[src/rtl/ifetch_ctrl_if.sv]
// Instruction-memory read bus between the fetch controller (master) and memory (slave).
// Single outstanding request; ack is a one-cycle data-valid pulse.
interface ifetch_ctrl_if;
  logic        mem_req_o;
  logic [31:0] mem_addr_o;
  logic        mem_ack_i;
  logic [31:0] mem_rdata_i;

  modport master (output mem_req_o, mem_addr_o, input mem_ack_i, mem_rdata_i);
  modport slave  (input mem_req_o, mem_addr_o, output mem_ack_i, mem_rdata_i);
endinterface

[src/rtl/ifetch_ctrl.sv]
// Instruction-fetch controller: direct-mapped line buffer in front of a multi-cycle
// instruction memory, with PC hold on miss and flush handling while a read is in flight.
module ifetch_ctrl #(
  parameter int LINES = 4,
  parameter int CNT_W = 16
) (
  input  logic             clk_i,
  input  logic             rst_n_i,
  input  logic             start_i,
  input  logic [31:0]      pc_i,
  input  logic             flush_i,
  input  logic             id_stall_i,
  output logic [31:0]      inst_o,
  output logic             inst_valid_o,
  output logic             pc_hold_o,
  ifetch_ctrl_if.master    mem,
  output logic [CNT_W-1:0] miss_cnt_o
);
  localparam int IDX_W = $clog2(LINES);
  localparam int TAG_W = 30 - IDX_W;

  typedef enum logic [1:0] {IDLE, WAIT, DRAIN} state_t;

  state_t           r_state, w_next;
  logic [LINES-1:0] r_valid;
  logic [TAG_W-1:0] r_tag  [LINES];
  logic [31:0]      r_data [LINES];
  logic [31:0]      r_addr;
  logic             r_req;
  logic [CNT_W-1:0] r_cnt;

  logic [IDX_W-1:0] w_idx, w_fidx;
  logic [TAG_W-1:0] w_tag, w_ftag;
  logic             w_hit, w_issue, w_done, w_fill;

  assign w_idx  = pc_i[IDX_W+1:2];
  assign w_tag  = pc_i[31:IDX_W+2];
  assign w_hit  = r_valid[w_idx] && (r_tag[w_idx] == w_tag);
  // Fill goes to the line of the address actually requested, not the current PC.
  assign w_fidx = r_addr[IDX_W+1:2];
  assign w_ftag = r_addr[31:IDX_W+2];

  assign mem.mem_req_o  = r_req;
  assign mem.mem_addr_o = r_addr;
  assign miss_cnt_o     = r_cnt;

  always_comb begin
    w_next       = r_state;
    inst_o       = '0;
    inst_valid_o = 1'b0;
    pc_hold_o    = 1'b0;
    w_issue      = 1'b0;
    w_done       = 1'b0;
    w_fill       = 1'b0;
    unique case (r_state)
      IDLE: begin
        if (start_i && !flush_i) begin
          if (w_hit) begin
            inst_o       = r_data[w_idx];
            inst_valid_o = 1'b1;
            pc_hold_o    = id_stall_i;
          end else begin
            pc_hold_o = 1'b1;
            w_issue   = 1'b1;
            w_next    = WAIT;
          end
        end
      end
      WAIT: begin
        // Releasing the hold on flush lets the PC take the branch target now.
        pc_hold_o = !flush_i;
        if (mem.mem_ack_i) begin
          w_done = 1'b1;
          w_fill = !flush_i;
          w_next = IDLE;
        end else if (flush_i) begin
          w_next = DRAIN;
        end
      end
      DRAIN: begin
        pc_hold_o = !flush_i;
        if (mem.mem_ack_i) begin
          w_done = 1'b1;
          w_next = IDLE;
        end
      end
      default: w_next = IDLE;
    endcase
  end

  always_ff @(posedge clk_i) begin
    if (!rst_n_i) begin
      r_state <= IDLE;
      r_valid <= '0;
      r_addr  <= '0;
      r_req   <= 1'b0;
      r_cnt   <= '0;
    end else begin
      r_state <= w_next;
      if (w_issue) begin
        r_addr <= pc_i & ~32'h3;
        r_req  <= 1'b1;
        if (r_cnt != {CNT_W{1'b1}}) r_cnt <= r_cnt + CNT_W'(1);
      end
      if (w_done) r_req <= 1'b0;
      if (w_fill) begin
        r_valid[w_fidx] <= 1'b1;
        r_tag[w_fidx]   <= w_ftag;
        r_data[w_fidx]  <= mem.mem_rdata_i;
      end
    end
  end
endmodule

[src/flat_wrapper.sv]
// flat-port wrapper written by rule: the top's interface ports become plain ports
module ifetch_ctrl_flat 
#(
  parameter int LINES = 4,
  parameter int CNT_W = 16
)
  (clk_i, rst_n_i, start_i, pc_i, flush_i, id_stall_i, inst_o, inst_valid_o, pc_hold_o, miss_cnt_o, mem_mem_req_o, mem_mem_addr_o, mem_mem_ack_i, mem_mem_rdata_i);
  ifetch_ctrl_if mem_i ();
  input  logic clk_i;
  input  logic rst_n_i;
  input  logic start_i;
  input  logic [31:0] pc_i;
  input  logic flush_i;
  input  logic id_stall_i;
  output logic [31:0] inst_o;
  output logic inst_valid_o;
  output logic pc_hold_o;
  output logic [CNT_W-1:0] miss_cnt_o;
  output wire logic [$bits(mem_i.mem_req_o)-1:0] mem_mem_req_o;
  output wire logic [$bits(mem_i.mem_addr_o)-1:0] mem_mem_addr_o;
  input wire logic [$bits(mem_i.mem_ack_i)-1:0] mem_mem_ack_i;
  input wire logic [$bits(mem_i.mem_rdata_i)-1:0] mem_mem_rdata_i;
  assign mem_mem_req_o = mem_i.mem_req_o;
  assign mem_mem_addr_o = mem_i.mem_addr_o;
  assign mem_i.mem_ack_i = mem_mem_ack_i;
  assign mem_i.mem_rdata_i = mem_mem_rdata_i;
  ifetch_ctrl #(.LINES(LINES), .CNT_W(CNT_W)) u_core (.clk_i(clk_i), .rst_n_i(rst_n_i), .start_i(start_i), .pc_i(pc_i), .flush_i(flush_i), .id_stall_i(id_stall_i), .inst_o(inst_o), .inst_valid_o(inst_valid_o), .pc_hold_o(pc_hold_o), .mem(mem_i), .miss_cnt_o(miss_cnt_o));
endmodule
[config.mk]
export PLATFORM = sky130hd
export DESIGN_NAME = ifetch_ctrl_flat
export DESIGN_NICKNAME = d
export VERILOG_FILES = /design/src/rtl/ifetch_ctrl_if.sv /design/src/rtl/ifetch_ctrl.sv /design/src/flat_wrapper.sv
export SDC_FILE = /design/constraint.sdc
export NUM_CORES = 1
export LEC_CHECK = 0
export ABC_AREA = 1
export CAP_MARGIN = 20
export CORE_MARGIN = 8
export CORE_UTILIZATION = 40
export DETAILED_ROUTE_END_ITERATION = 16
export SYNTH_ARGS = -nofsm -noshare
export SYNTH_HDL_FRONTEND = slang
export SYNTH_SLANG_ARGS = --single-unit
[constraint.sdc]
create_clock -name clk_i -period 4.36 [get_ports clk_i]
set_input_delay 0.436 -clock clk_i [delete_from_list [all_inputs] [get_ports clk_i]]
set_output_delay 0.436 -clock clk_i [all_outputs]
set_load 0.01 [all_outputs]
==> report_table.html, run 1 <==
<table>
<tr><th>Metric</th><th>Value</th></tr>
<tr><th colspan="2">Die</th></tr>
<tr><td>I/O pin cnt</td><td>153</td></tr>
<tr><td>Core Region</td><td>0.0303 mm2</td></tr>
<tr><td>Die X</td><td>191 um</td></tr>
<tr><td>Height of the chip</td><td>191 um</td></tr>
<tr><td>Number of rows in the core area</td><td>64</td></tr>
<tr><td>Initial core utilization</td><td>0.403</td></tr>
<tr><td>Area of the die</td><td>0.0364 mm2</td></tr>
<tr><th colspan="2">Worst setup path</th></tr>
<tr><td>Worst-path cell chain</td><td>buf_4, inv_4, buf_4, nand2_1, nand3_1, nand3_1, nand2_1, nand2_1, nor2_1, nand2_1, nor2_2, nand2_4, nor2_4, inv_2, a211oi_2, clkdlybuf4s50_1</td></tr>
<tr><td>Kind of launch point of the worst setup path</td><td>input pin</td></tr>
<tr><td>Biggest fanout along the worst timing path</td><td>35</td></tr>
<tr><td>Dominant cell type by count on the critical path</td><td>sky130_fd_sc_hd__nand2_1</td></tr>
<tr><td>Capturing element type of the critical path</td><td>output pin</td></tr>
<tr><td>Worst stage delay on the critical path</td><td>0.59 ns</td></tr>
<tr><td>Signal arrival time at the worst endpoint</td><td>3.57 ns</td></tr>
<tr><td>Setup Crit Path Kind</td><td>input pin to output pin</td></tr>
<tr><td>Reg2Reg Setup Slack</td><td>1.87 ns</td></tr>
<tr><td>Critical Path Slowest Stage Cell</td><td>sky130_fd_sc_hd__clkdlybuf4s50_1</td></tr>
<tr><td>Required time of the critical path</td><td>3.92 ns</td></tr>
<tr><th colspan="2">GRT</th></tr>
<tr><td>Overflow left after global routing</td><td>0</td></tr>
<tr><td>Global-route wire length before repair</td><td>46800 um</td></tr>
<tr><td>Global routing usage summed across all routing layers</td><td>0.162</td></tr>
<tr><td>Via count of the first global-routing pass</td><td>8158</td></tr>
<tr><td>Initial antenna violation count</td><td>1</td></tr>
<tr><td>Maximum number of pins on one net before global-route repair</td><td>71</td></tr>
<tr><th colspan="2">Cells and area</th></tr>
<tr><td>Most frequent standard cell in the layout excluding fill and tap cells</td><td>sky130_fd_sc_hd__nand2_1</td></tr>
<tr><td>Filler Cells Inserted</td><td>2691</td></tr>
<tr><td>Final non-filler cell total</td><td>1669</td></tr>
<tr><td>Net count, final</td><td>1326</td></tr>
<tr><td>Count of antenna diodes in the layout</td><td>0</td></tr>
<tr><td>Most used cells in the layout excluding fill and tap cells</td><td>sky130_fd_sc_hd__nand2_1, sky130_fd_sc_hd__edfxtp_1, sky130_fd_sc_hd__clkdlybuf4s50_1</td></tr>
<tr><td>Fraction of final layout cells sized beyond drive strength 1</td><td>0.0841</td></tr>
<tr><td>Area Overhead vs Synth</td><td>22.8%</td></tr>
<tr><th colspan="2">Timing</th></tr>
<tr><td>Max-slew violation count</td><td>0</td></tr>
<tr><td>Worst hold slack</td><td>0.482 ns</td></tr>
<tr><td>Setup skew after layout</td><td>0.0121 ns</td></tr>
<tr><td>Worst relative slew slack</td><td>0.347</td></tr>
<tr><td>Number of hold violations in the final report</td><td>0</td></tr>
<tr><td>Total of endpoints with negative setup slack in the final report</td><td>0</td></tr>
<tr><td>Pin slew with the least headroom to its limit</td><td>0.979 ns</td></tr>
<tr><td>Sum of negative setup slack</td><td>0 ns</td></tr>
<tr><td>Part of the cycle the worst path needs</td><td>0.920</td></tr>
<tr><td>Achievable clock frequency</td><td>0.249 GHz</td></tr>
<tr><td>Setup repair after global routing missed its margin</td><td>no</td></tr>
<tr><td>Final critical delay including setup and external delays</td><td>4.01 ns</td></tr>
<tr><th colspan="2">Clock network</th></tr>
<tr><td>Sink count of the clock tree</td><td>293</td></tr>
<tr><td>Number of hold buffers added after cts</td><td>0</td></tr>
<tr><td>Clock Path Buffers</td><td>3</td></tr>
<tr><td>H-Tree Depth</td><td>1</td></tr>
<tr><td>Clock transition at path regs</td><td>0.06 ns</td></tr>
<tr><td>Post-cts sizing count</td><td>0</td></tr>
<tr><td>Worst-skew pair later-pin latency</td><td>0.54 ns</td></tr>
<tr><td>Clock tree from TritonCTS</td><td>done</td></tr>
<tr><td>Post-CTS setup repair buffer count</td><td>0</td></tr>
<tr><td>Root Buffer Master</td><td>sky130_fd_sc_hd__clkbuf_16</td></tr>
<tr><td>Total clock buffers created by CTS</td><td>31</td></tr>
<tr><th colspan="2">Route</th></tr>
<tr><td>Routed vias/inst</td><td>5.00</td></tr>
<tr><td>Total number of vias</td><td>8349</td></tr>
<tr><td># DRC</td><td>0</td></tr>
<tr><td>Number of nets with antenna violations after detailed routing</td><td>0</td></tr>
<tr><td>Iteration-0 DRC count of the detailed router</td><td>474</td></tr>
<tr><td>Post-detailed-route wirelength per cell</td><td>17.9 um</td></tr>
<tr><td>Detailed-routing iteration count for the pre-antenna-repair pass</td><td>5</td></tr>
<tr><td>Detailed-route wire length</td><td>29900 um</td></tr>
<tr><th colspan="2">Power and ir drop</th></tr>
<tr><td>Maximum vdd drop</td><td>0.000249 V</td></tr>
<tr><td>Power density over the cells</td><td>405 mW/mm2</td></tr>
<tr><td>Overall power</td><td>6.07 mW</td></tr>
<tr><td>Static leakage power</td><td>5.44 nW</td></tr>
<tr><th colspan="2">Yosys</th></tr>
<tr><td>Share of synthesized area occupied by flip-flops and latches</td><td>0.676</td></tr>
<tr><td>Synth area leaders</td><td>sky130_fd_sc_hd__edfxtp_1, sky130_fd_sc_hd__nand2_1, sky130_fd_sc_hd__dfxtp_1</td></tr>
<tr><td>Top cell type's share of synthesized area</td><td>0.590</td></tr>
<tr><td>XOR/XNOR Fraction of Synth Area</td><td>0.00717</td></tr>
<tr><td>Portion of netlist area occupied by mux cells</td><td>0</td></tr>
<tr><td>Netlist Area Pre-Place</td><td>0.0122 mm2</td></tr>
<tr><td>Synthesized instance count</td><td>1108</td></tr>
<tr><td>Number of synthesis warnings</td><td>0</td></tr>
<tr><td>Post-synthesis share of cell area spent on full adders, half adders and majority gates</td><td>0.00512</td></tr>
<tr><td>Synth cell types</td><td>31</td></tr>
<tr><td>Post-synthesis average cell area</td><td>11.0 um2</td></tr>
<tr><td>Largest family of logic cells by synthesized area</td><td>simple AND/OR/NAND/NOR gates</td></tr>
<tr><td>Synthesized-area fraction occupied by ao, oa, aoi and oai cells</td><td>0.0942</td></tr>
<tr><td>Simple-gate share of the synthesized area</td><td>0.168</td></tr>
<tr><td>FF+latch count, synth</td><td>293</td></tr>
<tr><td>Leading area contributor after synthesis</td><td>sky130_fd_sc_hd__edfxtp_1</td></tr>
<tr><th colspan="2">Min path</th></tr>
<tr><td>Worst hold path type</td><td>input pin to register</td></tr>
<tr><th colspan="2">Placed design</th></tr>
<tr><td>Placed cell count</td><td>1614</td></tr>
<tr><td># port buffers</td><td>148</td></tr>
<tr><td>Final HPWL from detailed placement</td><td>18000 um</td></tr>
<tr><td>Routability-driven placement congestion ratio</td><td>0.771</td></tr>
<tr><th colspan="2">Run status</th></tr>
<tr><td>Status</td><td>finished, final reports clean</td></tr>
<tr><th colspan="2">Run</th></tr>
<tr><td>Count of maximum capacitance violations</td><td>0</td></tr>
</table>
-- sequential cells by signal, summed over array words and instances, names as in the netlist --
signal and flops:
u_core.mem.mem_addr_o 30, u_core.mem.mem_req_o 1, u_core.miss_cnt_o 16, u_core.r_data 128, u_core.r_state 2, u_core.r_tag 112, u_core.r_valid 4
-- where the power goes --
group	switching, mW	internal (mW)
Combinational	0.286	0.196
Sequential	0.0488	3.08
Clock	1.03	1.43
Total	1.36	4.71
-- layer usage --
metal | up-vias | track usage | wire [um]
met1 | 4003 | 0.221 | 13700
li1 | 4126 | - | -
met5 | - | 0 | 13
met3 | 35 | 0.0287 | 1620
met4 | 2 | 0.0373 | 469
met2 | 183 | 0.265 | 14100
-- area by class of cell --
type | count | area, um2 | area share
flip-flops and latches | 293 | 8270 | 0.551
clock buffers | 41 | 823 | 0.0549
multi-input cells | 698 | 3400 | 0.226
repair buffers | 168 | 1680 | 0.112
well taps | 396 | 495 | 0.0330
inverters | 59 | 226 | 0.0151
clock inverters | 14 | 120 | 0.00800
-- final timing paths --
| path | start | endpoint | cells after the start |
|---|---|---|---|
| setup / recovery | pc_i[2] | inst_o[4] | 16 |
| hold / removal | pc_i[12] | u_core.mem.mem_addr_o[12] | 3 |
| setup reg to reg | u_core.r_tag[1][6] | u_core.miss_cnt_o[12] | 15 |
| hold reg to reg | u_core.r_valid[2] | u_core.r_valid[2] | 2 |
-- logic make-up (layout without fill, tap and decap cells) --
logic type      Yosys count  count (layout)
simple gates            498             498
flops                   293             293
compound gates          183             183
buf+inv                 118             282
xor+xnor                 10              10
fa+ha+maj                 5               5
other cells               1               2
-- cells in the mapped netlist --
library cell               instances
sky130_fd_sc_hd__a211oi_1          2
sky130_fd_sc_hd__a211oi_2         30
sky130_fd_sc_hd__a21oi_1         106
sky130_fd_sc_hd__buf_1             4
sky130_fd_sc_hd__buf_2             5
sky130_fd_sc_hd__buf_4            20
sky130_fd_sc_hd__buf_6             8
sky130_fd_sc_hd__clkbuf_1         21
sky130_fd_sc_hd__clkbuf_4          1
sky130_fd_sc_hd__conb_1            1
sky130_fd_sc_hd__dfxtp_1          53
sky130_fd_sc_hd__edfxtp_1        240
sky130_fd_sc_hd__ha_1              5
sky130_fd_sc_hd__inv_1            55
sky130_fd_sc_hd__inv_2             2
sky130_fd_sc_hd__inv_4             2
sky130_fd_sc_hd__nand2_1         343
sky130_fd_sc_hd__nand2_4           2
sky130_fd_sc_hd__nand3_1         101
sky130_fd_sc_hd__nand3_2           2
sky130_fd_sc_hd__nand4_1           3
sky130_fd_sc_hd__nor2_1           36
sky130_fd_sc_hd__nor2_2            2
sky130_fd_sc_hd__nor2_4            1
sky130_fd_sc_hd__nor3_1            5
sky130_fd_sc_hd__nor4_1            3
sky130_fd_sc_hd__o21ai_0          22
sky130_fd_sc_hd__o21ai_1          19
sky130_fd_sc_hd__o22ai_1           4
sky130_fd_sc_hd__xnor2_1           5
sky130_fd_sc_hd__xor2_1            5
-- worst max-delay path, delay by kind of cell --
family / cells / cell delay, ns
buffers and inverters: 5 / 1.68
and+or+nand+nor: 10 / 1.04
AOI/OAI and AO/OA: 1 / 0.35
-- through the flow --
stage	setup slack (ns)	util	cell area (um2)
after floorplan	0.460	-	12200
after CTS	0.309	0.494	15000
after global placement	0.306	0.463	14100
after detailed placement	0.318	0.463	14100
after global routing	0.0602	0.494	15000
final	0.349	0.494	15000
(Power assumes the default switching activity.)
==> run 2, diff against run 1 <==
Clock period 4.36 ns to 5 ns, I/O delays scaled along.
==> report_table.html, run 2 (synthesis gave the netlist of run 1 again) <==
<table>
<tr><th>Metric</th><th>Value</th></tr>
<tr><th colspan="2">Timing</th></tr>
<tr><td>Setup repair after global routing missed its margin</td><td>no</td></tr>
<tr><td>Achievable clock frequency</td><td>0.246 GHz</td></tr>
<tr><td>Worst relative slew slack</td><td>0.458 (+0.112)</td></tr>
<tr><td>Total of endpoints with negative setup slack in the final report</td><td>0 (unchanged)</td></tr>
<tr><td>Final critical delay including setup and external delays</td><td>4.06 ns</td></tr>
<tr><td>Number of hold violations in the final report</td><td>0 (unchanged)</td></tr>
<tr><td>Max-slew violation count</td><td>0 (unchanged)</td></tr>
<tr><td>Pin slew with the least headroom to its limit</td><td>0.813 ns (-0.166 ns)</td></tr>
<tr><td>Setup skew after layout</td><td>0.0143 ns (+0.00226 ns)</td></tr>
<tr><td>Sum of negative setup slack</td><td>0 ns (unchanged)</td></tr>
<tr><td>Part of the cycle the worst path needs</td><td>0.812</td></tr>
<tr><th colspan="2">Clock network</th></tr>
<tr><td>Post-cts sizing count</td><td>0 (unchanged)</td></tr>
<tr><td>Worst-skew pair later-pin latency</td><td>0.54 ns (about the same)</td></tr>
<tr><td>Clock Path Buffers</td><td>3 (unchanged)</td></tr>
<tr><td>H-Tree Depth</td><td>1 (unchanged)</td></tr>
<tr><td>Sink count of the clock tree</td><td>293 (unchanged)</td></tr>
<tr><td>Root Buffer Master</td><td>sky130_fd_sc_hd__clkbuf_16</td></tr>
<tr><td>Clock tree from TritonCTS</td><td>done</td></tr>
<tr><td>Total clock buffers created by CTS</td><td>31 (unchanged)</td></tr>
<tr><td>Clock transition at path regs</td><td>0.06 ns (about the same)</td></tr>
<tr><td>Number of hold buffers added after cts</td><td>0 (unchanged)</td></tr>
<tr><td>Post-CTS setup repair buffer count</td><td>0 (unchanged)</td></tr>
<tr><th colspan="2">Min path</th></tr>
<tr><td>Worst hold path type</td><td>register to register</td></tr>
<tr><th colspan="2">Worst setup path</th></tr>
<tr><td>Required time of the critical path</td><td>4.50 ns (+0.58 ns)</td></tr>
<tr><td>Start point of the critical path</td><td>pc_i[3]</td></tr>
<tr><td>Biggest fanout along the worst timing path</td><td>55 (+57%)</td></tr>
<tr><td>Endpoint of the most critical setup path</td><td>inst_o[20]</td></tr>
<tr><td>Reg2Reg Setup Slack</td><td>2.33 ns (+0.46 ns)</td></tr>
<tr><td>Signal arrival time at the worst endpoint</td><td>3.56 ns (about the same)</td></tr>
<tr><td>Startpoint of the lowest-slack register-to-register path</td><td>u_core.r_state[1]</td></tr>
<tr><td>Setup Crit Path Kind</td><td>input pin to output pin</td></tr>
<tr><td>Capturing element type of the critical path</td><td>output pin</td></tr>
<tr><td>Endpoint of the worst register-to-register path</td><td>u_core.r_data[3][14]</td></tr>
<tr><td>Depth of the worst register-to-register path</td><td>7 (-8)</td></tr>
<tr><td>Kind of launch point of the worst setup path</td><td>input pin</td></tr>
<tr><th colspan="2">Route</th></tr>
<tr><td>Total number of vias</td><td>8374 (+0.30%)</td></tr>
<tr><td>Post-detailed-route wirelength per cell</td><td>17.9 um (+0.14%)</td></tr>
<tr><td>Detailed-routing iteration count for the pre-antenna-repair pass</td><td>6 (+1)</td></tr>
<tr><td>Detailed-route wire length</td><td>30000 um (+0.32%)</td></tr>
<tr><td>Number of nets with antenna violations after detailed routing</td><td>0 (unchanged)</td></tr>
<tr><td>Routed vias/inst</td><td>5.01 (+0.12%)</td></tr>
<tr><td># DRC</td><td>0 (unchanged)</td></tr>
<tr><td>Iteration-0 DRC count of the detailed router</td><td>466 (-1.7%)</td></tr>
<tr><th colspan="2">Power and ir drop</th></tr>
<tr><td>Internal portion of total power</td><td>4.02 mW (-15%)</td></tr>
<tr><td>Share of power burned in the clock network</td><td>0.394 (-0.011)</td></tr>
<tr><td>Static leakage power</td><td>5.41 nW (-0.59%)</td></tr>
<tr><td>Maximum vdd drop</td><td>0.000230 V (-7.6%)</td></tr>
<tr><td>Power density over the cells</td><td>348 mW/mm2 (-14%)</td></tr>
<tr><td>Combinational fraction of design power</td><td>0.081 (+0.002)</td></tr>
<tr><td>Share of total power in sequential cells</td><td>0.525 (+0.010)</td></tr>
<tr><td>Net switching power</td><td>1.18 mW (-13%)</td></tr>
<tr><td>Share of total power consumed by net switching</td><td>0.226 (+0.00236)</td></tr>
<tr><th colspan="2">Cells and area</th></tr>
<tr><td>Area Overhead vs Synth</td><td>22.2%</td></tr>
<tr><td>Largest register FFs</td><td>128 (unchanged)</td></tr>
<tr><td>Net count, final</td><td>1327 (+0.075%)</td></tr>
<tr><td>Fraction of final layout cells sized beyond drive strength 1</td><td>0.0839 (-0.000198)</td></tr>
<tr><td>Register Area</td><td>0.00827 mm2 (unchanged)</td></tr>
<tr><td>Most used cells in the layout excluding fill and tap cells</td><td>sky130_fd_sc_hd__nand2_1, sky130_fd_sc_hd__edfxtp_1, sky130_fd_sc_hd__clkdlybuf4s50_1</td></tr>
<tr><td>Filler Cells Inserted</td><td>2728 (+1.4%)</td></tr>
<tr><td>Count of antenna diodes in the layout</td><td>0 (unchanged)</td></tr>
<tr><td>Area occupied by multi-input gates</td><td>0.00340 mm2 (unchanged)</td></tr>
<tr><td>Register with the highest flop count</td><td>u_core.r_data</td></tr>
<tr><td>Most frequent standard cell in the layout excluding fill and tap cells</td><td>sky130_fd_sc_hd__nand2_1</td></tr>
<tr><td>Final non-filler cell total</td><td>1672 (+0.18%)</td></tr>
<tr><th colspan="2">GRT</th></tr>
<tr><td>Overflow left after global routing</td><td>0 (unchanged)</td></tr>
<tr><td>Global-route wire length before repair</td><td>46600 um (-0.47%)</td></tr>
<tr><td>Via count of the first global-routing pass</td><td>8222 (+0.78%)</td></tr>
<tr><td>Initial antenna violation count</td><td>0 (-1)</td></tr>
<tr><td>Global routing usage summed across all routing layers</td><td>0.161 (-0.000209)</td></tr>
<tr><td>Maximum number of pins on one net before global-route repair</td><td>124 (+75%)</td></tr>
<tr><th colspan="2">Die</th></tr>
<tr><td>I/O pin cnt</td><td>153 (unchanged)</td></tr>
<tr><td>Area of the die</td><td>0.0364 mm2 (unchanged)</td></tr>
<tr><td>Number of rows in the core area</td><td>64 (unchanged)</td></tr>
<tr><td>Initial core utilization</td><td>0.403 (unchanged)</td></tr>
<tr><td>Height of the chip</td><td>191 um (unchanged)</td></tr>
<tr><td>Core Region</td><td>0.0303 mm2 (unchanged)</td></tr>
<tr><td>Die X</td><td>191 um (unchanged)</td></tr>
<tr><th colspan="2">Placed design</th></tr>
<tr><td># port buffers</td><td>148 (unchanged)</td></tr>
<tr><td>Routability-driven placement congestion ratio</td><td>0.778 (+0.95%)</td></tr>
<tr><td>Final HPWL from detailed placement</td><td>18000 um (about the same)</td></tr>
<tr><td>Placed cell count</td><td>1615 (+0.062%)</td></tr>
<tr><th colspan="2">Run</th></tr>
<tr><td>Count of maximum capacitance violations</td><td>0 (unchanged)</td></tr>
<tr><th colspan="2">Run status</th></tr>
<tr><td>Status</td><td>finished, final reports clean</td></tr>
</table>
[run 2: cell types whose count changed in the layout (fill, tap and decap cells not counted), sizes merged]
cell	previous run	this run
clkinvlp	0	2
buf	22	23
clkbuf	41	43
bufinv	2	0
[run 2: final cells by class]
cell class | instances | share of cell area
sequential | 293 | 0.553
tap | 396 | 0.0332
inverter | 59 | 0.0152
clock buffer | 43 | 0.0563
timing repair buffer | 169 | 0.110
clock inverter | 14 | 0.00461
multi-input combinational | 698 | 0.227
[run 2: power by group through the flow]
stage	clock, mW	combinational (mW)	sequential, mW
floorplan	0	0.221	2.78
global placement	0	0.420	2.78
detailed placement	0	0.425	2.78
CTS	2.10	0.427	2.73
global route	2.20	0.466	2.73
finish	2.05	0.420	2.73
[run 2: critical path, cell delays in order]
cell	delay (ns)
sky130_fd_sc_hd__buf_4	0.18
sky130_fd_sc_hd__buf_4	0.55
sky130_fd_sc_hd__nand3_1	0.21
sky130_fd_sc_hd__nand2_1	0.10
sky130_fd_sc_hd__nand2_1	0.05
sky130_fd_sc_hd__nand2_1	0.06
sky130_fd_sc_hd__nand2_1	0.07
sky130_fd_sc_hd__nor2_1	0.09
sky130_fd_sc_hd__nand2_1	0.10
sky130_fd_sc_hd__nor2_2	0.21
sky130_fd_sc_hd__nand2_4	0.12
sky130_fd_sc_hd__nor2_4	0.10
sky130_fd_sc_hd__inv_2	0.03
sky130_fd_sc_hd__buf_4	0.28
sky130_fd_sc_hd__a211oi_2	0.27
sky130_fd_sc_hd__clkdlybuf4s50_1	0.58
[run 2: how the worst min path moves through the flow]
stage                            from                 to  cells after the start
floorplan           u_core.r_valid[0]  u_core.r_valid[0]                      2
global placement    u_core.r_valid[3]  u_core.r_valid[3]                      2
detailed placement  u_core.r_valid[0]  u_core.r_valid[0]                      2
CTS                 u_core.r_valid[0]  u_core.r_valid[0]                      2
global route        u_core.r_valid[1]  u_core.r_valid[1]                      2
finish              u_core.r_valid[0]  u_core.r_valid[0]                      2
[run 2: stage by stage]
| step | cell area [um2] | utilization | hold slack (ns) | setup slack (ns) | total power, mW |
|---|---|---|---|---|---|
| final | 14900 | 0.492 | 0.490 | 0.942 | 5.20 |
| after global routing | 14900 | 0.492 | 0.524 | 0.684 | 5.40 |
| after floorplan | 12200 | - | 0.458 | 1.10 | 3.00 |
| after CTS | 14900 | 0.492 | 0.493 | 0.858 | 5.26 |
| after detailed placement | 14000 | 0.462 | 0.483 | 0.888 | 3.20 |
| after global placement | 14000 | 0.462 | 0.479 | 0.874 | 3.20 |
[run 2: routing by layer]
| layer | wire (um) | share of wire | up-vias | global-route usage |
|---|---|---|---|---|
| met3 | 1670 | 0.056 | 27 | 0.0269 |
| li1 | - | - | 4123 | - |
| met2 | 14500 | 0.48 | 179 | 0.272 |
| met4 | 327 | 0.011 | 0 | 0.0301 |
| met1 | 13500 | 0.45 | 4045 | 0.218 |
| met5 | 0 | 0 | - | 0 |
==> patch 1 (flow settings as in run 1) <==
The 3 states of `state_t` get a one-hot encoding in 3 bits.
--- a/src/rtl/ifetch_ctrl.sv
+++ b/src/rtl/ifetch_ctrl.sv
@@ -21,3 +21,3 @@
 
-  typedef enum logic [1:0] {IDLE, WAIT, DRAIN} state_t;
+  typedef enum logic [2:0] {IDLE = 3'b001, WAIT = 3'b010, DRAIN = 3'b100} state_t;
 
Function: no difference found for any inputs over 4 cycles, from zero or initial values and one cycle with rst_n_i low; so few cycles prove little.
==> patch 1 against run 1 <==
- clock skew increased by 0.0084 ns
- design area increased by 2.9%
- largest cell class unchanged
- critical path type unchanged
- area after synthesis up 1.6%
- sequential cell count grew 1
- combinational power rose by 7.1%
- total power rose by 6.0%
- maximum frequency increased by 9.8%
- worst setup slack better by 0.36 ns
- routed wire length rose by 4.1%
==> patch 1: results <==
{
  "grt_usage_pct": 16.6,
  "yosys-top-cells-count": "nand2_1 (377), edfxtp_1 (240), nand3_1 (115)",
  "final_cells": 1712,
  "buf_share_pct": 11.1,
  "largest_register_ffs": 128,
  "nets": 1361,
  "yosysUniqueCellTypes": 35,
  "critPathMaxFanout": 123,
  "finalWirelength_um": 31100,
  "layout-drive-gt1-share_pct": 8.74,
  "synth_area_leaders": "edfxtp_1 (58%), nand2_1 (11%), dfxtp_1 (8.7%), nand3_1 (4.6%), a21oi_1 (3.3%)",
  "multi_input_area_share_pct": 23.7,
  "place_hpwl_um": 18200,
  "outcome": "complete, no violations",
  "use_met2_pct": 27.5,
  "fin_skew_ns": 0.0205,
  "worstMarginPinSlew_ns": 1.00,
  "synth-seq-cells": 294,
  "grt_max_degree": 124,
  "nClkBuffers": 40,
  "synth-seq-area-share_pct": 66.7,
  "clk_latency_ns": 0.51,
  "htreeDepth": 2,
  "grtUsageMet1_pct": 21.9,
  "dp_slack_ns": 0.680,
  "grt_pass1_wl_um": 47800,
  "place_congestion": 0.829,
  "n_all_inverters": 45,
  "wl_met2_um": 15000,
  "hold_class": "reg2reg",
  "fillers": 2764,
  "use_met3_pct": 3.70,
  "dpl_cell_area_um2": 14300,
  "drt_iter0_markers": 559,
  "ir_drop_mv": 0.197,
  "area_growth_pct": 24.3,
  "syn_avg_cell_area_um2": 10.8
}
## patch 1: cells by family after synthesis
kind of cell / share of synthesized area, %
buffers and inverters: 4.14
XOR/XNOR: 0.987
AND/OR/NAND/NOR: 21.7
adder cells (fa/ha/maj): 0.101
AO/OA/AOI/OAI: 6.38
flip-flops: 66.7
other: 0.0302
## patch 1: path summary, 6_finish.rpt
| check | start | to | slack [ns] | cells past startpoint |
|---|---|---|---|---|
| worst max register to register | u_core.miss_cnt_o[0] | u_core.miss_cnt_o[12] | 1.77 | 10 |
| worst min-delay path | u_core.r_valid[0] | u_core.r_valid[0] | 0.45 | 2 |
| worst max-delay path | pc_i[2] | inst_o[1] | 0.71 | 13 |
| worst min register to register | u_core.r_valid[0] | u_core.r_valid[0] | 0.45 | 2 |
## patch 1: report_power, final
part           internal (uW)  total [uW]  switching (uW)
registers               3070        3120            42.4
logic                    207         516             308
clock network           1700        2800            1110
==> patch 2 (settings of run 1) <==
Made on the original files. `CNT_W` is set to 16 in 2 places; all go to 32.
--- a/src/rtl/ifetch_ctrl.sv
+++ b/src/rtl/ifetch_ctrl.sv
@@ -4,3 +4,3 @@
   parameter int LINES = 4,
-  parameter int CNT_W = 16
+  parameter int CNT_W = 32
 ) (
--- a/src/flat_wrapper.sv
+++ b/src/flat_wrapper.sv
@@ -4,3 +4,3 @@
   parameter int LINES = 4,
-  parameter int CNT_W = 16
+  parameter int CNT_W = 32
 )
Ports: changed (resized miss_cnt_o); port bits go from 153 to 169. No check against the original RTL was run, so the function may have changed too.
==> patch 2 against run 1 <==
- total power grew 14%
- design area grew 11%
- maximum frequency grew 7.1%
- worst setup slack gained 0.27 ns
- synthesized cell count grew 18%
- clock skew grew 0.0067 ns
- area after synthesis grew 8.6%
- sequential cell count grew 16
- routed wire length grew 15%
- global-route usage grew 1.2 points
- critical path type unchanged
==> patch 2: results <==
{
  "wl_met2_um": 15700,
  "highest_layer": "met4",
  "place_congestion": 0.864,
  "placed_cells": 1869,
  "drt_iter0_markers": 668,
  "worstHoldStart": "u_core.r_valid[0]",
  "hold_class": "reg2reg",
  "post-route-util_pct": 50.9,
  "dpl_cell_area_um2": 15300,
  "synthCells": 1310,
  "io_buffers": 164,
  "fillers": 2928,
  "outcome": "complete, no violations",
  "grt_usage_pct": 17.3,
  "synth_area_leaders": "edfxtp_1 (54%), nand2_1 (11%), dfxtp_1 (10%), nand3_1 (4.9%), a21oi_1 (3.4%)",
  "grt_pass1_wl_um": 53500,
  "routed-wl-met3_um": 2160,
  "yosysUniqueCellTypes": 34,
  "fin_skew_ns": 0.0187,
  "place_hpwl_um": 21700,
  "avgRoutedWirePerCell_um": 17.7,
  "vias": 9806,
  "leakage_uw": 0.00602,
  "layout-drive-gt1-share_pct": 5.97,
  "drt-met1-wl_um": 15700,
  "critPathMaxFanout": 45,
  "vias_per_cell": 5.07,
  "yosys-top-cells-count": "nand2_1 (394), edfxtp_1 (240), nand3_1 (129)",
  "worstMarginPinSlew_ns": 0.911,
  "ir_drop_mv": 0.227,
  "antenna_found_initial": 0
}
==> patch 2: changes by cell type after synthesis, moves of 12 or more <==
cell | run 1 | this run
a32o_1 | 0 | 32
dfxtp_1 | 53 | 69
nand4_1 | 3 | 18
inv_1 | 55 | 72
nand2_1 | 343 | 394
a21oi_1 | 106 | 91
nand3_1 | 101 | 129
clkbuf_1 | 21 | 33
nor2_1 | 36 | 89
a211oi_2 | 30 | 0
buf_2 | 5 | 17
o21ai_0 | 22 | 42
o21ai_1 | 19 | 1
buf_4 | 20 | 4
==> patch 2: logic make-up (layout without fill, tap and decap cells) <==
group | Yosys count | after routing | synth area share [%]
buf+inv | 142 | 322 | 4.83
other cells | 1 | 3 | 0.0283
xor+xnor | 20 | 20 | 1.32
compound gates | 170 | 170 | 7.67
fa+ha+maj | 5 | 5 | 0.471
flops | 309 | 309 | 64.7
simple gates | 663 | 663 | 21.0
==> patch 2: final cells by class <==
class | count | share of cell area (%)
clock inverter | 17 | 1.50
inverter | 76 | 1.74
tap | 442 | 3.33
sequential | 309 | 51.8
clock buffer | 47 | 6.03
multi-input combinational | 860 | 24.6
timing repair buffer | 182 | 11.1
antenna | 1 | 0.0151
==> patch 2: metal layers <==
metal  vias to the layer above  global-route usage, %
met4                         0                   4.92
met5                         -                      0
met1                      4645                   23.8
met3                        41                   3.48
li1                       4846                      -
met2                       274                   27.5
==> patch 2: critical path: stages <==
cell and delay [ns]:
buf_4 0.10, buf_4 0.51, nand3_1 0.22, nand3_1 0.21
o21ai_0 0.11, nor3b_1 0.22, nand2_1 0.09, nor4_1 0.27
nand3_2 0.11, buf_4 0.27, nor2_1 0.16, clkdlybuf4s50_1 0.57
==> patch 2: worst paths after layout <==
path                     endpoint  depth (start not counted)  slack [ns]
max                    inst_o[14]                         12        0.62
min             u_core.r_valid[0]                          2        0.46
max reg2reg  u_core.miss_cnt_o[3]                         10        1.52
min reg2reg     u_core.r_valid[0]                          2        0.46
==> patch 2: power breakdown <==
part           switching, uW  internal [uW]  total [uW]
registers               46.0           3230        3270
logic                    308            206         514
clock network           1180           1930        3110
==> patch 2: per-stage QoR <==
step	worst slack, ns	total power [uW]
3_3_place_gp	0.635	3840
5_1_grt	0.332	7150
3_5_place_dp	0.632	3850
2_1_floorplan	0.470	3610
6_report	0.615	6890
4_1_cts	0.626	6980
